<file path="src/rtl/fs_full_subtractor.sv">
// Registered ripple-borrow full subtractor: d = a - b - c, br = borrow-out.
// One-cycle latency, one result per cycle, outputs hold while in_valid is low.
module fs_full_subtractor #(
    parameter int unsigned WIDTH = 1
) (
    input  logic             clk,
    input  logic             rst,
    input  logic             in_valid,
    input  logic [WIDTH-1:0] a,
    input  logic [WIDTH-1:0] b,
    input  logic             c,
    output logic [WIDTH-1:0] d,
    output logic             br,
    output logic             out_valid
);

    logic [WIDTH:0]   bin;
    logic [WIDTH-1:0] diff;

    assign bin[0] = c;

    for (genvar i = 0; i < WIDTH; i++) begin : g_cell
        assign diff[i]  = a[i] ^ b[i] ^ bin[i];
        assign bin[i+1] = (~a[i] & b[i])
                        | (~a[i] & bin[i])
                        | (b[i] & bin[i]);
    end

    // Result registers load only on valid input so idle inputs never leak through.
    always_ff @(posedge clk) begin
        if (rst) begin
            d  <= '0;
            br <= 1'b0;
        end else if (in_valid) begin
            d  <= diff;
            br <= bin[WIDTH];
        end
    end

    // Valid flag tracks in_valid every cycle.
    always_ff @(posedge clk) begin
        if (rst) begin
            out_valid <= 1'b0;
        end else begin
            out_valid <= in_valid;
        end
    end

endmodule

</file>
<file path="config.mk">
export PLATFORM = sky130hd
export DESIGN_NAME = fs_full_subtractor
export DESIGN_NICKNAME = d
export VERILOG_FILES = /design/src/rtl/fs_full_subtractor.sv
export SDC_FILE = /design/constraint.sdc
export NUM_CORES = 1
export LEC_CHECK = 0
export BUFFER_PORTS_ARGS = -buffer_cell sky130_fd_sc_hd__buf_4
export CORE_AREA = 2 2 39 41
export DETAILED_ROUTE_END_ITERATION = 16
export DIE_AREA = 0 0 41 43
export HOLD_SLACK_MARGIN = 0.03
export PLACE_DENSITY = 0.31
export SYNTH_ARGS = -nofsm -noshare
export SYNTH_HDL_FRONTEND = slang
export SYNTH_SLANG_ARGS = --single-unit
</file>
<file path="constraint.sdc">
create_clock -name clk -period 1.3 [get_ports clk]
set_input_delay 0.195 -clock clk [delete_from_list [all_inputs] [get_ports clk]]
set_output_delay 0.195 -clock clk [all_outputs]
set_load 0.01 [all_outputs]
</file>
==> results of run 1 <==
## cells by family after synthesis
group / count (synthesis)
DFF: 3
muxes: 1
adders and majority gates: 1
and+or+nand+nor: 3
AOI/OAI and AO/OA: 1
buffers and inverters: 1
## routing by layer
layer | vias up | share of wire, % | GRT usage, %
met5 | - | 0 | 0
met4 | 0 | 6.8 | 10.0
met1 | 45 | 42 | 4.50
met3 | 2 | 25 | 3.66
met2 | 11 | 26 | 4.06
li1 | 55 | - | -
## placed cells by master, fill, tap and decap left out
cell / count
nor2b_1: 1
clkbuf_4: 3
dfxtp_1: 3
clkbuf_1: 1
a211oi_1: 1
buf_4: 8
fa_1: 1
inv_1: 1
nor2_1: 2
mux2i_1: 1
## stage by stage
step | total power [mW] | util [%] | instances | setup slack (ps) | area, um2
detailed placement | 0.145 | 14.1 | 34 | 199 | 195
global route | 0.328 | 16.0 | 38 | 395 | 221
finish | 0.307 | 16.0 | 38 | 424 | 221
global placement | 0.144 | 14.1 | 34 | 207 | 195
floorplan | 0.117 | - | 10 | 325 | 115
CTS | 0.316 | 16.0 | 38 | 413 | 221
## sequential cells by signal (all words and copies together) (netlist names)
signal	cells
d	1
br	1
out_valid	1
## area by class of cell
cell class                      instances  area, um2
Inverter                                1       3.75
Sequential cell                         3       60.1
Timing Repair Buffer                    8       60.1
Tap cell                               16       20.0
Clock buffer                            4       26.3
Multi-Input combinational cell          6       51.3
Fill cell                             160       1160
## worst paths after layout
| kind | startpoint | to | slack, ps | cells after the start |
|---|---|---|---|---|
| worst max-delay path | br | br | 420 | 1 |
| worst min register to register | d | d | 480 | 2 |
| worst max register to register | d | d | 680 | 2 |
| worst min-delay path | rst | br | 140 | 2 |
## power groups by stage
stage                     combinational, mW  sequential, mW  clock (mW)
after global placement               0.0408           0.103           0
after detailed placement             0.0411           0.103           0
final                                0.0403           0.102       0.165
after CTS                            0.0411           0.102       0.173
after floorplan                      0.0109           0.106           0
after global routing                 0.0460           0.102       0.179
==> flow_summary.ini, run 1 <==
[worst_setup_path]
cpMaxStageDelayCell = dfxtp_1
slowest_delay_ps = 330
critPathTopFamily = flip-flops
crit_path_end_kind = output port
crit_arrival_ps = 680
worst-setup-path-type = reg2out
crit_required_ps = 1110
cp_cell_sequence = buf_4
cp-start-kind = flop
path_buf_inv = 1
critical_path.max_fanout = 2

[worst_hold_path]
hp-class = in2reg

[clock_network]
cts.path.max_buffers = 2
post_cts_buffers = 0
cts_buffers = 3
post_cts_resized = 0
clkLatencyLatePin_ps = 230
cts_max_level = 1
clock_sinks = 3
clk_pin_slew_ps = 40
ctsRootBufferMaster = clkbuf_4
cts_hold_buf = 0
cts_tree = yes

[routing]
drc = 0
drtAntennaViolNets = 0
vias = 113
wire_per_inst_um = 7.37
via_per_inst = 2.97
drt_wl_total_um = 280
first_pass_iters = 2
drt_iter0_markers = 1

[floorplanning]
dieArea_mm2 = 0.00176
rows = 14
die_w_um = 41
core-area_mm2 = 0.00138
die_y_um = 43
pin_count = 9
start_util_pct = 8.32

[logic_synthesis]
yosysUniqueCellTypes = 7
ys_seq_elements = 3
synth_top_cell_area_share_pct = 52.2
syn_inst = 10
synth-main-ff-cell = dfxtp_1
synth_common_cells = dfxtp_1, nor2_1
syn-cell-area_um2 = 115
yosysTopAreaCell = dfxtp_1
syn_avg_cell_area_um2 = 11.5
synth_edf_count = 0
synth_warnings = 0
synth_top_family_by_area = adder cells
synth_area_leaders = dfxtp_1, fa_1, mux2i_1
synth.most_common_cell = dfxtp_1
synthXorXnorAreaFrac_pct = 0
async_flop_share_pct = 0
synthAdderAreaFrac_pct = 17.4
yosys-mux-area-fraction_pct = 8.70
ys_seq_area_share_pct = 52.2
synthesis.nets = 17
synth-simple-area-share_pct = 12.0
synth-compound-area-share_pct = 6.52

[global_routing]
grt_remaining_overflow = 0
grt_pass1_wl_um = 455
track_usage_pct = 4.92
grt_pass1_vias = 125
grt_max_degree = 5
antenna_found_initial = 0

[sta]
finClkSkew_ps = 0
rsz0062_at_grt = no
holdWs_ps = 135
final_max_slew_viol_count = 0
final_hold_viol_count = 0
tightest_slew_ps = 162
min_period_ps = 876
period_share_pct = 67.4
max_freq_mhz = 1140
tns_ps = 0
timing.slew.headroom_pct = 89.1
finalSetupViolCount = 0

[finish]
nets = 30
areaGrowthSynthToFinish_pct = 92.4
diodes = 0
drive_gt1_share_pct = 50.0

[run]
cap_violations = 0

[power_and_ir_drop]
comb_power_share_pct = 13.1
power_frac_seq_pct = 33.2
p_leak_nw = 0.105
netSwitchingFraction_pct = 22.3
vdd_drop_max_mv = 0.126
intPower_mw = 0.239
p_clk_share_pct = 53.7
switching_power_mw = 0.0686
powerDensity_mw_per_mm2 = 1390

[placement]
place.port_buffers = 8
dp_hpwl_um = 213
globalplace.congestion = 0.488

[status]
status = finished clean
No activity file was read; power rests on OpenSTA's default activity.
==> inputs of run 2 (changes only) <==
- clock period: 1.3 -> 0.84 ns (I/O delays scaled with it)
==> run 2 against run 1 <==
Net effect: worst hold slack lost 62 ps; largest cell class unchanged; clock skew stayed put; critical path type unchanged; register-to-register slack worse by 460 ps; total power is 56% higher; global-route usage is 0.90 points lower; via count is 1.8% higher; critical path depth unchanged; flip-flop and latch count unchanged.
==> flow_summary.ini, run 2 (same netlist as run 1, synthesis figures left out) <==
[sta]
finalSetupViolCount = 0
finClkSkew_ps = 0
timing.slew.headroom_pct = 91.9
final_max_slew_viol_count = 0
holdWs_ps = 73.6
tightest_slew_ps = 117
max_freq_mhz = 1250
rsz0062_at_grt = no
min_period_ps = 803
final.setup.worst_slack_ps = 37.3
final_hold_viol_count = 0
period_share_pct = 95.6

[global_routing]
track_usage_pct = 4.02
grt_max_degree = 5
grt_remaining_overflow = 0
grt_pass1_wl_um = 393
grt_pass1_vias = 109
antenna_found_initial = 0

[clock_network]
cts_hold_buf = 0
post_cts_buffers = 0
cts_max_level = 1
cts_tree = yes
ctsRootBufferMaster = clkbuf_4
clk_pin_slew_ps = 40
cts.path.max_buffers = 2
cts_buffers = 3
clkLatencyLatePin_ps = 230
clock_sinks = 3

[finish]
fillers = 158
final_cell_mix = buf_4, clkbuf_4, nor2_1, dfxtp_1
reg.largest.list = br: 1 flops, d: 1 flops, out_valid: 1 flops
areaGrowthSynthToFinish_pct = 97.8
nets = 30
utilization_pct = 16.5
multi_input_area_um2 = 56.3
ff_latch_area_um2 = 61.3
diodes = 0
drive_gt1_share_pct = 59.1
final_common_cell = buf_4

[worst_setup_path]
cpMaxStageDelayCell = dfxtp_2
cp_cell_sequence = buf_4
path_buf_inv = 1
r2r_cells = 2
critPathTopFamily = flip-flops
slowest_delay_ps = 310
crit_required_ps = 710
critical_path.max_fanout = 2
cp.depth = 1
crit_path_end_kind = output port
cp-start-kind = flop
worst-setup-path-type = reg2out
crit_arrival_ps = 680

[worst_hold_path]
whs_path_depth = 2
hp-class = in2reg

[power_and_ir_drop]
powerDensity_mw_per_mm2 = 2100
vdd_drop_max_mv = 0.355
p_leak_nw = 0.106

[status]
status = finished clean

[placement]
globalplace.congestion = 0.469
post-place-ws_ps = -157
place.port_buffers = 8

[routing]
via_per_inst = 3.03
drc = 0
drt_wl_total_um = 297
wire_per_inst_um = 7.82
drtAntennaViolNets = 0
drt_iter0_markers = 1
vias = 115
first_pass_iters = 2

[floorplanning]
start_util_pct = 8.32
pin_count = 9
rows = 14
dieArea_mm2 = 0.00176
core-area_mm2 = 0.00138
die_y_um = 43
die_w_um = 41

[run]
cap_violations = 0
[run 2: cell count changes in the layout (fill, tap and decap cells not counted)]
cell,previous run,this run
dfxtp_1,3,2
dfxtp_2,0,1
a211oi_2,0,1
a211oi_1,1,0
[run 2: metrics by stage]
step                      area (um2)  total power, mW  cells  setup TNS (ps)
after floorplan                  115            0.181     10          -0.569
after detailed placement         195            0.223     34            -292
after global placement           195            0.222     34            -243
final                            228            0.478     38               0
after global routing             228            0.507     38               0
after CTS                        221            0.481     38               0
[run 2: path summary, 6_finish.rpt]
check | from | to | slack [ps]
setup / recovery | br | br | 40
hold / removal | rst | br | 70
setup reg to reg | d | d | 220
hold reg to reg | br | br | 490
[run 2: where the power goes]
part	leakage [nW]	internal (mW)	switching, mW
logic	0.0659	0.0406	0.0285
clock network	0.0150	0.178	0.0725
registers	0.0253	0.154	0.00450
total	0.106	0.373	0.106
[run 2: layer usage]
layer	up-vias	GRT usage, %	share of wire, %
li1	56	-	-
met1	50	4.84	41
met2	9	2.81	36
met3	0	5.24	23
met4	0	4.00	0
met5	-	0	0
[run 2: layout make-up]
cell class | count | area share, %
timing repair buffer | 8 | 26.4
sequential | 3 | 26.9
multi-input combinational | 6 | 24.7
inverter | 1 | 1.65
clock buffer | 4 | 11.5
tap | 16 | 8.79
[run 2: repair_timing]
action                     CTS  global route
setup endpoints to repair    0             2
resized for setup            0             2
hold endpoints to repair     0             0
